`src/rtl/cache_pkg.sv`:
```
// Shared bus-command, MSI-state and write-entry encodings for the two-core cache system.
package cache_pkg;

    typedef enum logic [1:0] {
        BUS_IDLE   = 2'b00,
        BUS_RD     = 2'b01,
        BUS_WR     = 2'b10,
        BUS_UPDATE = 2'b11
    } bus_cmd_e;

    typedef enum logic [1:0] {
        INVALID  = 2'b00,
        SHARED   = 2'b01,
        MODIFIED = 2'b10
    } msi_state_e;

    localparam int unsigned WE_ADDR_BITS = 6;
    localparam int unsigned WE_DATA_BITS = 8;

    typedef struct packed {
        logic [WE_ADDR_BITS-1:0] addr;
        logic [WE_DATA_BITS-1:0] data;
    } wr_entry_t;

endpackage

```
`src/rtl/hub_fifo.sv`:
```
// Parameterised FIFO (push/pop/full/empty) that also exposes its contents oldest-first,
// with per-entry valid bits, so the hub can search pending writes for forwarding.
module hub_fifo #(
    parameter int unsigned WIDTH = 8,
    parameter int unsigned DEPTH = 2
) (
    input  logic                   clk,
    input  logic                   rst,
    input  logic                   push,
    input  logic [WIDTH-1:0]       push_data,
    input  logic                   pop,
    output logic [WIDTH-1:0]       head,
    output logic                   full,
    output logic                   empty,
    output logic [DEPTH*WIDTH-1:0] entries,
    output logic [DEPTH-1:0]       valid
);
    localparam int unsigned PW = (DEPTH > 1) ? $clog2(DEPTH) : 1;
    localparam int unsigned CW = $clog2(DEPTH + 1);

    logic [WIDTH-1:0] mem [DEPTH];
    logic [PW-1:0]    rd_ptr;
    logic [PW-1:0]    wr_ptr;
    logic [CW-1:0]    count;
    logic             do_push;
    logic             do_pop;
    int unsigned      slot;

    function automatic logic [PW-1:0] next_ptr(input logic [PW-1:0] p);
        return (32'(p) == DEPTH - 1) ? '0 : p + 1'b1;
    endfunction

    assign empty   = (count == '0);
    assign full    = (32'(count) == DEPTH);
    assign do_pop  = pop && !empty;
    // A pop in the same cycle frees the slot the push needs.
    assign do_push = push && (!full || do_pop);
    assign head    = mem[rd_ptr];

    always_ff @(posedge clk) begin
        if (rst) begin
            rd_ptr <= '0;
            wr_ptr <= '0;
            count  <= '0;
        end else begin
            if (do_push) begin
                mem[wr_ptr] <= push_data;
                wr_ptr      <= next_ptr(wr_ptr);
            end
            if (do_pop) begin
                rd_ptr <= next_ptr(rd_ptr);
            end
            if (do_push && !do_pop) begin
                count <= count + 1'b1;
            end else if (do_pop && !do_push) begin
                count <= count - 1'b1;
            end
        end
    end

    always_comb begin
        entries = '0;
        valid   = '0;
        slot    = 0;
        for (int unsigned i = 0; i < DEPTH; i++) begin
            slot = 32'(rd_ptr) + i;
            if (slot >= DEPTH) begin
                slot = slot - DEPTH;
            end
            entries[i*WIDTH +: WIDTH] = mem[PW'(slot)];
            valid[i]                  = (i < 32'(count));
        end
    end

endmodule

```
`src/rtl/coherence_bus_hub.sv`:
```
// Shared-bus hub for the two-core MSI system: round-robin snoop broadcast plus main memory
// behind per-core write buffers. Define BUS_PERF_EN to add grant/conflict counters.
module coherence_bus_hub
    import cache_pkg::*;
#(
    parameter int unsigned ADDR_BITS     = 11,
    parameter int unsigned DATA_BITS     = 8,
    parameter int unsigned MEM_ADDR_BITS = 6,
    parameter int unsigned BUSQ_DEPTH    = 2,
    parameter int unsigned WBUF_DEPTH    = 4
) (
    input  logic                     clk,
    input  logic                     rst,
    input  logic [1:0]               c0_bus_cmd,
    input  logic [ADDR_BITS-1:0]     c0_bus_addr,
    input  logic [DATA_BITS-1:0]     c0_bus_data,
    input  logic [1:0]               c1_bus_cmd,
    input  logic [ADDR_BITS-1:0]     c1_bus_addr,
    input  logic [DATA_BITS-1:0]     c1_bus_data,
    output logic [1:0]               snp_bus_cmd,
    output logic [ADDR_BITS-1:0]     snp_bus_addr,
    output logic [DATA_BITS-1:0]     snp_bus_data,
    output logic                     snp_src_id,
    input  logic                     c0_mem_rd_en,
    input  logic [MEM_ADDR_BITS-1:0] c0_mem_rd_addr,
    output logic [DATA_BITS-1:0]     c0_mem_rd_data,
    input  logic                     c0_mem_wr_en,
    input  logic [MEM_ADDR_BITS-1:0] c0_mem_wr_addr,
    input  logic [DATA_BITS-1:0]     c0_mem_wr_data,
    input  logic                     c1_mem_rd_en,
    input  logic [MEM_ADDR_BITS-1:0] c1_mem_rd_addr,
    output logic [DATA_BITS-1:0]     c1_mem_rd_data,
    input  logic                     c1_mem_wr_en,
    input  logic [MEM_ADDR_BITS-1:0] c1_mem_wr_addr,
    input  logic [DATA_BITS-1:0]     c1_mem_wr_data,
    output logic [1:0]               bus_ovf,
    output logic [1:0]               wbuf_ovf
`ifdef BUS_PERF_EN
    ,
    output logic [15:0]              perf_txn,
    output logic [15:0]              perf_conflict
`endif
);
    localparam int unsigned BW        = 2 + ADDR_BITS + DATA_BITS;
    localparam int unsigned WW        = MEM_ADDR_BITS + DATA_BITS;
    localparam int unsigned MEM_WORDS = 2 ** MEM_ADDR_BITS;

    logic [BW-1:0]            live_req [2];
    logic [WW-1:0]            wr_req   [2];
    logic [MEM_ADDR_BITS-1:0] rd_addr  [2];
    logic [1:0]               live, rd_en, wr_en;

    logic [BW-1:0]              bq_head [2];
    logic [BUSQ_DEPTH*BW-1:0]   bq_ent  [2];
    logic [BUSQ_DEPTH-1:0]      bq_vld  [2];
    logic [1:0]                 bq_full, bq_empty, bq_push, bq_pop, bq_drop;
    logic [WW-1:0]              wb_head [2];
    logic [WBUF_DEPTH*WW-1:0]   wb_ent  [2];
    logic [WBUF_DEPTH-1:0]      wb_vld  [2];
    logic [1:0]                 wb_full, wb_empty, wb_pop, wb_drop;

    logic [1:0]          cand, gnt_oh, wcand;
    logic [BW-1:0]       cand_val [2];
    logic [BW-1:0]       gnt_val;
    logic                gnt_any, gnt_id, rr_ptr;
    logic                dr_any, dr_id, wr_rr;
    logic [WW-1:0]       dr_head;
    logic [DATA_BITS:0]  own_hit [2];
    logic [DATA_BITS:0]  oth_hit [2];
    logic [DATA_BITS-1:0] rd_next [2];
    logic [DATA_BITS-1:0] mem [MEM_WORDS];
    logic                unused_bq;

    assign live_req[0] = {c0_bus_cmd, c0_bus_addr, c0_bus_data};
    assign live_req[1] = {c1_bus_cmd, c1_bus_addr, c1_bus_data};
    assign wr_req[0]   = {c0_mem_wr_addr, c0_mem_wr_data};
    assign wr_req[1]   = {c1_mem_wr_addr, c1_mem_wr_data};
    assign rd_addr[0]  = c0_mem_rd_addr;
    assign rd_addr[1]  = c1_mem_rd_addr;
    assign live        = {c1_bus_cmd != BUS_IDLE, c0_bus_cmd != BUS_IDLE};
    assign rd_en       = {c1_mem_rd_en, c0_mem_rd_en};
    assign wr_en       = {c1_mem_wr_en, c0_mem_wr_en};
    assign unused_bq   = ^{bq_ent[0], bq_ent[1], bq_vld[0], bq_vld[1]};

    for (genvar n = 0; n < 2; n++) begin : g_core
        hub_fifo #(.WIDTH(BW), .DEPTH(BUSQ_DEPTH)) u_busq (
            .clk(clk), .rst(rst), .push(bq_push[n]), .push_data(live_req[n]), .pop(bq_pop[n]),
            .head(bq_head[n]), .full(bq_full[n]), .empty(bq_empty[n]),
            .entries(bq_ent[n]), .valid(bq_vld[n])
        );
        hub_fifo #(.WIDTH(WW), .DEPTH(WBUF_DEPTH)) u_wbuf (
            .clk(clk), .rst(rst), .push(wr_en[n]), .push_data(wr_req[n]), .pop(wb_pop[n]),
            .head(wb_head[n]), .full(wb_full[n]), .empty(wb_empty[n]),
            .entries(wb_ent[n]), .valid(wb_vld[n])
        );
    end

    // A queued request always outranks its core's live input; the live one queues behind it.
    assign cand        = ~bq_empty | live;
    assign cand_val[0] = bq_empty[0] ? live_req[0] : bq_head[0];
    assign cand_val[1] = bq_empty[1] ? live_req[1] : bq_head[1];
    assign gnt_any     = |cand;
    assign gnt_id      = (&cand) ? rr_ptr : cand[1];
    assign gnt_oh      = gnt_any ? (gnt_id ? 2'b10 : 2'b01) : 2'b00;
    assign gnt_val     = gnt_id ? cand_val[1] : cand_val[0];
    assign bq_pop      = gnt_oh & ~bq_empty;
    assign bq_push     = live & ~(gnt_oh & bq_empty);
    assign bq_drop     = bq_push & bq_full & ~bq_pop;

    assign wcand   = ~wb_empty;
    assign dr_any  = |wcand;
    assign dr_id   = (&wcand) ? wr_rr : wcand[1];
    assign wb_pop  = dr_any ? (dr_id ? 2'b10 : 2'b01) : 2'b00;
    assign dr_head = dr_id ? wb_head[1] : wb_head[0];
    assign wb_drop = wr_en & wb_full & ~wb_pop;

    function automatic logic [DATA_BITS:0] newest_match(
        input logic [WBUF_DEPTH*WW-1:0]  ent,
        input logic [WBUF_DEPTH-1:0]     vld,
        input logic [MEM_ADDR_BITS-1:0]  addr
    );
        logic [DATA_BITS:0] r;
        r = '0;
        for (int unsigned i = 0; i < WBUF_DEPTH; i++) begin
            if (vld[i] && ent[i*WW + DATA_BITS +: MEM_ADDR_BITS] == addr) begin
                r = {1'b1, ent[i*WW +: DATA_BITS]};
            end
        end
        return r;
    endfunction

    // Reads see only state registered before this edge, so same-cycle writes are invisible.
    always_comb begin
        for (int unsigned n = 0; n < 2; n++) begin
            own_hit[n] = newest_match(wb_ent[n], wb_vld[n], rd_addr[n]);
            oth_hit[n] = newest_match(wb_ent[1-n], wb_vld[1-n], rd_addr[n]);
            if (own_hit[n][DATA_BITS]) begin
                rd_next[n] = own_hit[n][DATA_BITS-1:0];
            end else if (oth_hit[n][DATA_BITS]) begin
                rd_next[n] = oth_hit[n][DATA_BITS-1:0];
            end else begin
                rd_next[n] = mem[rd_addr[n]];
            end
        end
    end

    always_ff @(posedge clk) begin
        if (rst) begin
            snp_bus_cmd    <= '0;
            snp_bus_addr   <= '0;
            snp_bus_data   <= '0;
            snp_src_id     <= 1'b0;
            rr_ptr         <= 1'b0;
            wr_rr          <= 1'b0;
            bus_ovf        <= '0;
            wbuf_ovf       <= '0;
            c0_mem_rd_data <= '0;
            c1_mem_rd_data <= '0;
            for (int unsigned i = 0; i < MEM_WORDS; i++) begin
                mem[MEM_ADDR_BITS'(i)] <= '0;
            end
        end else begin
            if (gnt_any) begin
                {snp_bus_cmd, snp_bus_addr, snp_bus_data} <= gnt_val;
                snp_src_id <= gnt_id;
                rr_ptr     <= ~gnt_id;
            end else begin
                snp_bus_cmd  <= '0;
                snp_bus_addr <= '0;
                snp_bus_data <= '0;
                snp_src_id   <= 1'b0;
            end
            if (dr_any) begin
                mem[dr_head[WW-1:DATA_BITS]] <= dr_head[DATA_BITS-1:0];
                wr_rr <= ~dr_id;
            end
            bus_ovf  <= bus_ovf | bq_drop;
            wbuf_ovf <= wbuf_ovf | wb_drop;
            if (rd_en[0]) begin
                c0_mem_rd_data <= rd_next[0];
            end
            if (rd_en[1]) begin
                c1_mem_rd_data <= rd_next[1];
            end
        end
    end

`ifdef BUS_PERF_EN
    always_ff @(posedge clk) begin
        if (rst) begin
            perf_txn      <= '0;
            perf_conflict <= '0;
        end else begin
            if (gnt_any && perf_txn != '1) begin
                perf_txn <= perf_txn + 1'b1;
            end
            if ((&cand) && perf_conflict != '1) begin
                perf_conflict <= perf_conflict + 1'b1;
            end
        end
    end
`endif

endmodule

```
`config.mk`:
```
export PLATFORM = sky130hd
export DESIGN_NAME = coherence_bus_hub
export DESIGN_NICKNAME = d
export VERILOG_FILES = /design/src/rtl/cache_pkg.sv /design/src/rtl/hub_fifo.sv /design/src/rtl/coherence_bus_hub.sv
export SDC_FILE = /design/constraint.sdc
export NUM_CORES = 1
export LEC_CHECK = 0
export ABC_AREA = 0
export CAP_MARGIN = 25
export CORE_AREA = 2 2 292 294
export DETAILED_ROUTE_END_ITERATION = 10
export DIE_AREA = 0 0 294 296
export GPL_TIMING_DRIVEN = 0
export PLACE_DENSITY = 0.65
export SYNTH_ARGS = -nofsm -noshare
export SYNTH_HDL_FRONTEND = slang
export SYNTH_SLANG_ARGS = --single-unit
export TNS_END_PERCENT = 30
```
`constraint.sdc`:
```
create_clock -name clk -period 9.5 [get_ports clk]
set_clock_uncertainty 0.2 [all_clocks]
set_input_delay 1.9 -clock clk [delete_from_list [all_inputs] [get_ports clk]]
set_output_delay 1.9 -clock clk [all_outputs]
set_load 0.05 [all_outputs]
```
# --- Yosys cells after proc, flatten, opt, wreduce, memory -nomap -nowiden ---
# Memories as Yosys holds them, arrays and structs flattened. A register that Yosys moved wholly into a read port is not among the register bits.
# Cells that the tools add are included.
op_classes:
  multipliers: 0
  bitwise_logic: 18
  n_reduce_logical: 68
  eq_ne: 24
  n_shift: 0
  n_div: 0
  muxes: 82
  addsub: 30
  n_lt_le_gt_ge: 16
ops:
  columns: ["operator", "count"]
  rows:
  - ["$mux 9", 16]
  - ["$eq 6x6->1", 16]
  - ["$mux 21", 3]
  - ["$mux 2", 24]
  - ["$mux 8", 5]
  - ["$logic_and 1x1->1", 32]
  - ["$mux 1", 28]
  - ["$sub 2x1->2 const B", 10]
  - ["$ge 3x3->1 const B", 6]
  - ["$logic_not 1->1", 16]
  - ["$and 2x2->2", 7]
  - ["$mux 14", 1]
  - ["$add 2x1->2 const B", 6]
  - ["$add 2x2->3 const B", 4]
  - ["$eq 2x2->1 const B", 6]
  - ["$lt 1x3->1 const A", 4]
  - ["$lt 2x3->1 const A", 4]
  - ["$mux 3", 4]
  - ["$reduce_bool 2->1", 6]
  - ["$not 2->2", 5]
  - ["$reduce_or 8->1", 1]
  - ["$add 2x1->3 const B", 2]
  - ["$add 3x1->3 const B", 2]
  - ["$eq 3x3->1 const B", 2]
  - ["other kinds (11)", 28]
word_totals:
  ramBits: 708
  latchBits: 0
  ff_bits: 66
  word_cells: 265
  memories: 5
  romBits: 0
  out_inout_bits: 42
  in_bits: 88
mem_list:
  columns: ["name", "words", "word_bits", "read_ports", "rd_ports_with_merged_regs", "wr", "line_no", "source"]
  rows:
  - ["mem", 64, 8, 2, 0, 64, "coherence_bus_hub.sv:71", "logic [DATA_BITS-1:0] mem [MEM_WORDS];"]
  - ["g_core[0].u_wbuf.mem", 4, 14, 5, 1, 1, "hub_fifo.sv:21", "logic [WIDTH-1:0] mem [DEPTH];"]
  - ["g_core[1].u_wbuf.mem", 4, 14, 5, 1, 1, "hub_fifo.sv:21", null]
  - ["g_core[0].u_busq.mem", 2, 21, 1, 1, 1, "hub_fifo.sv:21", null]
  - ["g_core[1].u_busq.mem", 2, 21, 1, 1, 1, "hub_fifo.sv:21", null]

# --- Logic depth before layout (Yosys ltp) ---
# Gate-level depths: netlist of the first run.
depth:
  word_depth: 15
  mapped_depth: 15
  ltp_nobuf: 13

# --- Hierarchy ---
# Synthesis of the first run repeated with hierarchy kept, for this count alone.
hier_totals:
  cells_unflattened: 3147
  area_unflattened_um2: 42853.6
modules_own_cells:
  columns: ["mod", "instances", "seq_area_each_um2", "cells_each", "area_each_um2"]
  rows:
  - ["coherence_bus_hub", 1, 16255.6, 2461, 30934.7]
  - ["hub_fifo at g_core[0].u_wbuf ...", 2, 1861.8, 202, 3731.1]
  - ["hub_fifo at g_core[0].u_busq ...", 2, 1361.3, 141, 2228.4]

# --- Worst setup path after synthesis of the first run ---
# OpenSTA, ideal clock, no wires.
synth_timing:
  kind: "input-to-reg"
  start: "input c0_bus_cmd[1]"
  end: "memory g_core[0].u_busq.mem[1][0] (netlist name), enable pin"
  path_slack_ps: 4141
  required_time_ps: 8870
  path_buffers: 1
  setup_ps: 430
  path_stages: 7
  arrival_time_ps: 4729
  cell_sequence: "nor4_1 > nor2_1 > or2_2 > clkbuf_1 > xnor2_1 > o22ai_1 > nor3b_1"
synth_between:
  elab_chain_len: 13
  elab_cells_between_ends: 17
  cone_classes: "6 x mux; 5 x bitwise; 6 x reduce/logical"
synth_rtl:
  columns: ["item", "line_no", "source"]
  rows:
  - ["from (decl)", "coherence_bus_hub.sv:14", "input logic [1:0] c0_bus_cmd,"]
  - ["$reduce_bool 2->1 *", "coherence_bus_hub.sv:80", "assign live = {c1_bus_cmd != BUS_IDLE, c0_bus_cmd != BUS_IDLE};"]
  - ["$or 2x2->2", "coherence_bus_hub.sv:99", "assign cand = ~bq_empty | live;"]
  - ["$reduce_and 2->1", "coherence_bus_hub.sv:103", "assign gnt_id = (&cand) ? rr_ptr : cand[1];"]
  - ["$mux 1", "coherence_bus_hub.sv:103", null]
  - ["$mux 2 (2 in series)", "coherence_bus_hub.sv:104", "assign gnt_oh = gnt_any ? (gnt_id ? 2'b10 : 2'b01) : 2'b00;"]
  - ["$and 2x2->2, on equally long branches", "coherence_bus_hub.sv:107, coherence_bus_hub.sv:106", null]
  - ["$not 2->2 or $logic_and 1x1->1 (tied branches)", "coherence_bus_hub.sv:107, hub_fifo.sv:35", null]
  - ["$and 2x2->2 or $logic_or 1x1->1 (tied branches)", "coherence_bus_hub.sv:107, hub_fifo.sv:37", null]
  - ["$logic_and 1x1->1 *", "hub_fifo.sv:37", "assign do_push = push && (!full || do_pop);"]
  - ["$mux 1 *", "hub_fifo.sv:46", "if (do_push) begin"]
  - ["$mux 1 *", "hub_fifo.sv:41", "if (rst) begin"]
  - ["$mux 1 (implied by the code) *", "hub_fifo.sv:47", "mem[wr_ptr] <= push_data;"]
  - ["to (decl)", "hub_fifo.sv:21", null]
# Mark *: on every way between the ends. The rest lies on a longest branch, timed or not.

# --- Worst setup path after layout of the first run ---
layout_timing:
  start: "input c0_mem_rd_addr[4]"
  end: "register c0_mem_rd_data[5]"
layout_between:
  elab_chain_len: 8
  elab_cells_between_ends: 27
  cone_classes: "8 x eq/ne; 10 x mux; 8 x reduce/logical; 1 x memory"
layout_rtl:
  columns: ["item", "line_no", "source"]
  rows:
  - ["from (decl)", "coherence_bus_hub.sv:25", "input logic [MEM_ADDR_BITS-1:0] c0_mem_rd_addr,"]
  - ["$eq 6x6->1", "coherence_bus_hub.sv:125", "if (vld[i] && ent[i*WW + DATA_BITS +: MEM_ADDR_BITS] == addr) begin"]
  - ["$logic_and 1x1->1", "coherence_bus_hub.sv:125", null]
  - ["$mux 9 (4 in series)", "coherence_bus_hub.sv:125", null]
  - ["$mux 8", "coherence_bus_hub.sv:139", "end else if (oth_hit[n][DATA_BITS]) begin"]
  - ["$mux 8 *", "coherence_bus_hub.sv:137", "if (own_hit[n][DATA_BITS]) begin"]
  - ["to (signal assigned)", "coherence_bus_hub.sv:180", "c0_mem_rd_data <= rd_next[0];"]
  - ["to (decl)", "coherence_bus_hub.sv:26", "output logic [DATA_BITS-1:0] c0_mem_rd_data,"]
# Marked as above.
# A chain may end at the register's enable or synchronous reset.

==> results.md, run 1 <==
* Hold Path Origin: bus_ovf[0]$_SDFF_PP0_
* Placer Congestion at 1.07
* Final Util at 0.566
* P_leak at 16.0 nW
* Final instance area at 47700 µm²
* Crit-path max FO at 10
* Vias at 30500
* Final nets at 3362
* Clock sinks at 780
* WP data required at 9.80 ns
* Reg2reg setup slack at 3.89 ns
* Layout cell share with drive strength beyond 1 at 0.201
* Port Buffers at 120
* Die area at 87000 µm²
* Final WL at 152000 µm
* Number of buffers added for setup after CTS at 0
* Startpoint types: input pin
* CTS root buf: clkbuf_16
* CTS tree: yes
* Worst hold-check path type: flop to flop
* Clock slew at the register clock pins of the worst setup and hold paths at 0.06 ns
* EDFF count, synth at 708
* Initial antenna violation count at 7
* Avg Inst Size Synth at 13.9 µm²
* First DRT Iteration DRCs at 4437
* Total track usage at 0.349
* Total grt overflow at 0
* PD cells at 251 nW/µm²
* Final setup viols at 0
* Routed Antenna Nets at 0
* # fillers at 6788
* Yosys reg bits at 780
* Post-synth top flop: edfxtp_1
* Wire per inst at 34.5 µm
* Distinct cells, synth at 84
* Final period utilization at 0.681
* Chip Width at 294 µm
* Routed vias/inst at 6.91
* Ports at 130
* Cell depth of the worst flop-to-flop path at 11
* Outcome: completed
* Max clock buf depth at 3
* Min Tclk post-route at 6.47 ns
* Pins Over Slew Limit at 0
* Synthesized cell area at 41700 µm²
* Synthesized instance count at 3006
* HPWL Detailed at 112000 µm
* Fin. Hold Viols at 0
* CTS Hold Bufs at 0
* Top delay family on crit path: buffers and inverters
* CTS Buf Count at 85
* Setup_tns at 0 ns
* Area of the core at 84200 µm²
* Hold path cells at 2
* Clk_lat worst skew at 0.66 ns
* DIE HEIGHT at 296 µm
* Setup CP Type: input pin to flop
* Placement Cell Area at 44800 µm²
* Worst Hold End: bus_ovf[0]$_SDFF_PP0_
* Largest net degree at the start of global routing at 15
* Htree depth at 3
* Pre-antenna DRT Iters at 8
* Vias in the first global route at 30000
* CTS resizes at 0
* Global-route wire length before repair at 212000 µm
* Setup crit end kind: flop
* Relative slew margins at 0.165
* RSZ-0062 raised after global routing: false
* Crit path max-delay cell type: buf_1
* Max-capacitance violation count at 0
* DP Cell Count at 4252
* Layout Cells excl Fill at 4412
* Area growth from synthesis to layout at 14.4%
* Worst R2R Start: g_core[0].u_wbuf.count[0]$_SDFFE_PP0P_
* Overall Power at 0.0120 W
* Actual slew at the worst max-slew pin at 1.25 ns
* Crit-path max cell delay at 0.87 ns
* CP Cell Sequence: clkdlybuf4s50_1 -> clkbuf_1 -> buf_1 -> nor2_1 -> clkbuf_1 -> a22oi_1 -> a21oi_1 -> nor2_1 -> a21oi_1 -> a2111oi_0 -> nor4_1
* Starting Density at 0.495
* Sequential-to-total area share from yosys stat at 0.545
* Number of remaining DRC errors at 0
* Max VDD drop at 0.157 mV
* Async SR Flop Fraction at 0
* Worst EP arrival at 6.78 ns
* Row cnt at 107
* FF-to-FF End: mem[4][5]$_SDFFCE_PN0P_
* Fmax at 154 MHz
* Post-synth net total at 3116
* Yosys warning count at 0
* CP Buf/Inv Count at 4
-- kinds of logic (layout without fill, tap and decap cells) --
logic type,Yosys count,after routing,share of synthesized area
AND/OR/NAND/NOR,986,986,0.101
flip-flops,780,780,0.545
multiplexers,515,515,0.238
AO/OA/AOI/OAI,340,340,0.0591
buffers and inverters,253,564,0.0269
XOR/XNOR,110,110,0.0231
adder cells (fa/ha/maj),22,22,0.00660
other,0,5,0
-- Yosys cell counts, types with 6 or more instances --
cell type	number	share of area
a211o_1	7	0.0015
a211oi_1	20	0.0036
a21oi_1	59	0.0071
a221oi_1	28	0.0059
a22oi_1	43	0.0077
a32oi_1	6	0.0013
and2_1	14	0.0021
buf_1	24	0.0022
buf_2	53	0.0064
buf_4	7	0.0013
buf_6	8	0.0022
clkbuf_1	131	0.012
dfxtp_1	72	0.035
edfxtp_1	708	0.51
ha_1	22	0.0066
inv_1	24	0.0022
mux2_2	17	0.0046
mux2i_1	118	0.028
mux4_2	377	0.20
nand2_1	139	0.013
nand2b_1	72	0.011
nand3_1	16	0.0019
nor2_1	641	0.058
nor2b_1	20	0.0030
nor3_1	27	0.0032
nor3b_1	6	0.0011
nor4_1	9	0.0014
o2111ai_1	10	0.0021
o211ai_1	14	0.0025
o21a_1	9	0.0016
o21ai_0	32	0.0038
o22ai_1	44	0.0066
o31ai_1	7	0.0013
or3_1	10	0.0015
xnor2_1	83	0.017
xor2_1	27	0.0057
-- layer usage --
metal,global-route usage,wire length [µm],vias up
li1,-,-,12200
met1,0.426,52500,15600
met2,0.548,70200,2230
met3,0.106,18800,521
met4,0.211,10800,2
met5,0,13,-
-- state kept, by name (all words and copies together) (netlist names), 6 cells and up, named ones only --
register / cells
g_core.u_busq.mem: 84
g_core.u_wbuf.mem: 112
c1_mem_rd_data: 8
c0_mem_rd_data: 8
mem: 512
snp_bus_addr: 11
snp_bus_data: 8
g_core.u_wbuf.count: 6
-- power breakdown --
part	internal (W)	switching, W	total [W]
sequential	0.00411	0.000172	0.00428
combinational	0.00138	0.00289	0.00428
clock	0.00198	0.00142	0.00340
total	0.00747	0.00449	0.0120
-- cell type report --
class,instances,area [µm²],area share
Tap cell,1090,1360,0.0286
Timing Repair Buffer,159,1730,0.0363
Clock inverter,40,403,0.00845
Antenna cell,5,12.5,0.000262
Sequential cell,780,22700,0.476
Inverter,28,105,0.00220
Clock buffer,112,2420,0.0507
Buffer,225,1020,0.0213
Multi-Input combinational cell,1973,17900,0.376
-- worst max-delay path by stage --
stage / from / to / slack (ns) / depth (start not counted)
2_1_floorplan: c0_bus_cmd[1] / g_core[0].u_busq.mem[1][0]$_DFFE_PP_ / 4.14 / 7
3_3_place_gp: c0_bus_cmd[1] / g_core[0].u_busq.mem[1][10]$_DFFE_PP_ / 2.12 / 8
3_5_place_dp: c1_mem_rd_addr[1] / c1_mem_rd_data[5]$_SDFFE_PP0P_ / 2.63 / 11
4_1_cts: c1_mem_rd_addr[1] / c1_mem_rd_data[5]$_SDFFE_PP0P_ / 3.31 / 11
5_1_grt: c1_mem_rd_addr[1] / c1_mem_rd_data[5]$_SDFFE_PP0P_ / 3.13 / 11
6_report: c0_mem_rd_addr[4] / c0_mem_rd_data[5]$_SDFFE_PP0P_ / 3.03 / 11
-- worst reg2reg max path: cells and delay by family (launching register included) --
kind | cells | cell delay (ns)
buf+inv | 2 | 0.31
fa+ha+maj | 1 | 0.20
flops | 1 | 0.37
mux | 1 | 0.77
simple gates | 7 | 3.39
-- layout by cell type (no fill, tap or decap), drive strengths merged, types with 15 or more instances in the layout --
cell type	n
a211oi	21
a21oi	60
a221oi	28
a22oi	43
and2	15
buf	132
clkbuf	244
clkdlybuf4s50	120
clkinv	30
dfxtp	72
edfxtp	708
ha	22
inv	27
mux2	17
mux2i	119
mux4	379
nand2	140
nand2b	72
nand3	16
nor2	642
nor2b	20
nor3	30
o211ai	15
o21ai	35
o22ai	44
xnor2	83
xor2	27
-- stage by stage --
stage                     worst slack (ns)  hold slack, ns
after floorplan                       4.14           0.269
after global placement                2.12           0.257
after detailed placement              2.63           0.277
after CTS                             3.31           0.291
after global routing                  3.13           0.313
final                                 3.03           0.276
Note: power is estimated with default switching activity, not from simulation.
==> inputs of run 2 (changes only) <==
PLACE_DENSITY = 0.67   (was 0.65)
clock period = 5.7 ns   (was 9.5 ns; I/O delays follow)
==> run 2 against run 1 <==
  * Core utilization shrank 0.091 points
  * Count of clock-buffer cells in the layout did not move
  * Via count barely moved
  * First-iteration DRC count grew 3.0%
  * Sequential power is 67% higher
  * Register-to-register slack worse by 3.7 ns
  * Non-clock buffer count rose by 3
  * Largest power group is now combinational logic
==> results.md, run 2 (synthesis results as in run 1) <==
* WP data required at 6.02 ns (was 9.80 ns)
* Worst hold-check path type: flop to flop (unchanged)
* CTS resizes at 0 (unchanged)
* Hold path cells at 2 (unchanged)
* PD cells at 416 nW/µm² (was 251 nW/µm²)
* GR Layer Usage met3 at 0.100 (was 0.106)
* Chip Width at 294 µm (unchanged)
* Final nets at 3366 (was 3362)
* Commonest non-fill, non-tap cell in the layout: edfxtp_1 (unchanged)
* Largest net degree at the start of global routing at 15 (unchanged)
* Starting Density at 0.495 (unchanged)
* Number of remaining DRC errors at 0 (unchanged)
* Placer Congestion at 1.07 (about the same)
* P_leak at 16.0 nW (about the same)
* Layout cell share with drive strength beyond 1 at 0.201 (about the same)
* First DRT Iteration DRCs at 4571 (was 4437)
* Initial antenna violation count at 4 (was 7)
* GR Layer Usage met2 at 0.575 (was 0.548)
* Relative slew margins at 0.144 (was 0.165)
* Vias in the first global route at 29900 (was 30000)
* Worst Hold Margin at 0.283 ns (was 0.276 ns)
* Setup crit end kind: flop (unchanged)
* DIE HEIGHT at 296 µm (unchanged)
* Htree depth at 3 (unchanged)
* Layout Cells excl Fill at 4420 (was 4412)
* Reg with most FFs: mem (unchanged)
* Port Buffers at 120 (unchanged)
* Crit-path max cell delay at 0.80 ns (was 0.87 ns)
* Area growth from synthesis to layout at 14.2% (was 14.4%)
* Fmax at 176 MHz
* Min Tclk post-route at 5.68 ns
* Wire per inst at 35.5 µm (was 34.5 µm)
* Clock sinks at 780 (unchanged)
* CTS tree: yes (unchanged)
* CP Buf/Inv Count at 4 (unchanged)
* Startpoint types: input pin (unchanged)
* HPWL Detailed at 116000 µm (was 112000 µm)
* Final period utilization at 0.997
* Final Util at 0.565 (was 0.566)
* Pins Over Slew Limit at 0 (unchanged)
* Outcome: completed (unchanged)
* Routed vias/inst at 6.89 (was 6.91)
* Total track usage at 0.361 (was 0.349)
* Crit path max-delay cell type: a2111oi_0 (was buf_1)
* Final setup viols at 0 (unchanged)
* Total grt overflow at 0 (unchanged)
* Max FFs per register at 512 (unchanged)
* Pre-antenna DRT Iters at 6 (was 8)
* Row cnt at 107 (unchanged)
* Setup CP Type: input pin to flop (unchanged)
* Actual slew at the worst max-slew pin at 1.28 ns (was 1.25 ns)
* DP Cell Count at 4257 (was 4252)
* Die area at 87000 µm² (unchanged)
* Top flop regs: mem (512), g_core.u_wbuf.mem (112), g_core.u_busq.mem (84) (unchanged)
* Top delay family on crit path: buffers and inverters (unchanged)
* CP Cell Sequence: clkdlybuf4s50_1 -> clkbuf_1 -> clkbuf_2 -> nor2_1 -> clkbuf_1 -> a22oi_1 -> nand2_1 -> a21oi_1 -> a21oi_1 -> a2111oi_0 -> nor4_1 (was clkdlybuf4s50_1 -> clkbuf_1 -> buf_1 -> nor2_1 -> clkbuf_1 -> a22oi_1 -> a21oi_1 -> nor2_1 -> a21oi_1 -> a2111oi_0 -> nor4_1)
* Max VDD drop at 0.258 mV (was 0.157 mV)
* Global-route wire length before repair at 218000 µm (was 212000 µm)
* CTS Buf Count at 86 (was 85)
* Final WL at 157000 µm (was 152000 µm)
* Vias at 30500 (about the same)
* Cell depth of the worst flop-to-flop path at 11 (unchanged)
* Max clock buf depth at 3 (unchanged)
* Most frequent cells in the layout: edfxtp_1 (708), nor2_1 (641), mux4_2 (377), clkbuf_1 (152), nand2_1 (139) (was edfxtp_1 (708), nor2_1 (641), mux4_2 (377), clkbuf_1 (145), nand2_1 (139))
* Area of the core at 84200 µm² (unchanged)
* Max-capacitance violation count at 0 (unchanged)
* Clk_lat worst skew at 0.68 ns (was 0.66 ns)
* WP depth at 11 (unchanged)
* Met1 Use GR at 0.443 (was 0.426)
* CTS Hold Bufs at 0 (unchanged)
* Routed Antenna Nets at 0 (unchanged)
* Number of buffers added for setup after CTS at 0 (unchanged)
* Worst EP arrival at 6.00 ns (was 6.78 ns)
* Crit-path max FO at 10 (unchanged)
* RSZ-0062 raised after global routing: false (unchanged)
* Fin. Hold Viols at 0 (unchanged)
* Ports at 130 (unchanged)
* CTS root buf: clkbuf_16 (unchanged)
* Global route hottest layer: met2 (unchanged)
* Clock slew at the register clock pins of the worst setup and hold paths at 0.06 ns (about the same)
-- run 2: final cells by class --
cell class                      instances  area, µm²
Sequential cell                       780      22700
Timing Repair Buffer                  162       1750
Clock buffer                          112       2300
Fill cell                            6713      36600
Clock inverter                         45        427
Tap cell                             1090       1360
Inverter                               28        105
Buffer                                225       1020
Antenna cell                            5       12.5
Multi-Input combinational cell       1973      17900
-- run 2: power by group --
group,switching (W),leakage [nW],internal [W]
registers,0.000288,7.67,0.00685
clock network,0.00244,1.33,0.00305
logic,0.00489,6.96,0.00231
-- run 2: routing by layer --
| layer | up-vias | routed length (µm) |
|---|---|---|
| li1 | 12200 | - |
| met1 | 15500 | 53500 |
| met2 | 2246 | 73100 |
| met3 | 531 | 19400 |
| met4 | 2 | 11000 |
| met5 | - | 19 |
-- run 2: worst reg2reg max path: cells and delay by family, from the launching register on --
family / cells / cell delay (ns)
buffers and inverters: 2 / 0.32
flip-flops: 1 / 0.44
AND/OR/NAND/NOR: 7 / 3.23
adder cells (fa/ha/maj): 1 / 0.24
multiplexers: 1 / 0.72
-- run 2: path summary, 6_finish.rpt --
kind / slack [ns] / to / from
max: 0.02 / c0_mem_rd_data[5]$_SDFFE_PP0P_ / c0_mem_rd_addr[4]
min: 0.28 / wbuf_ovf[1]$_SDFF_PP0_ / wbuf_ovf[1]$_SDFF_PP0_
max reg2reg: 0.18 / mem[4][5]$_SDFFCE_PN0P_ / g_core[0].u_wbuf.count[0]$_SDFFE_PP0P_
min reg2reg: 0.28 / wbuf_ovf[1]$_SDFF_PP0_ / wbuf_ovf[1]$_SDFF_PP0_
-- run 2: per-stage QoR --
stage	setup slack (ns)	power [W]	setup TNS (ns)	cell area [µm²]
final	0.0195	0.0198	0	47600
after global routing	0.115	0.0203	0	47600
after CTS	0.153	0.0196	0	47600
after detailed placement	-0.538	0.0142	-1.46	44900
after global placement	-0.970	0.0139	-50.55	44200
after floorplan	1.10	0.0114	0	41700
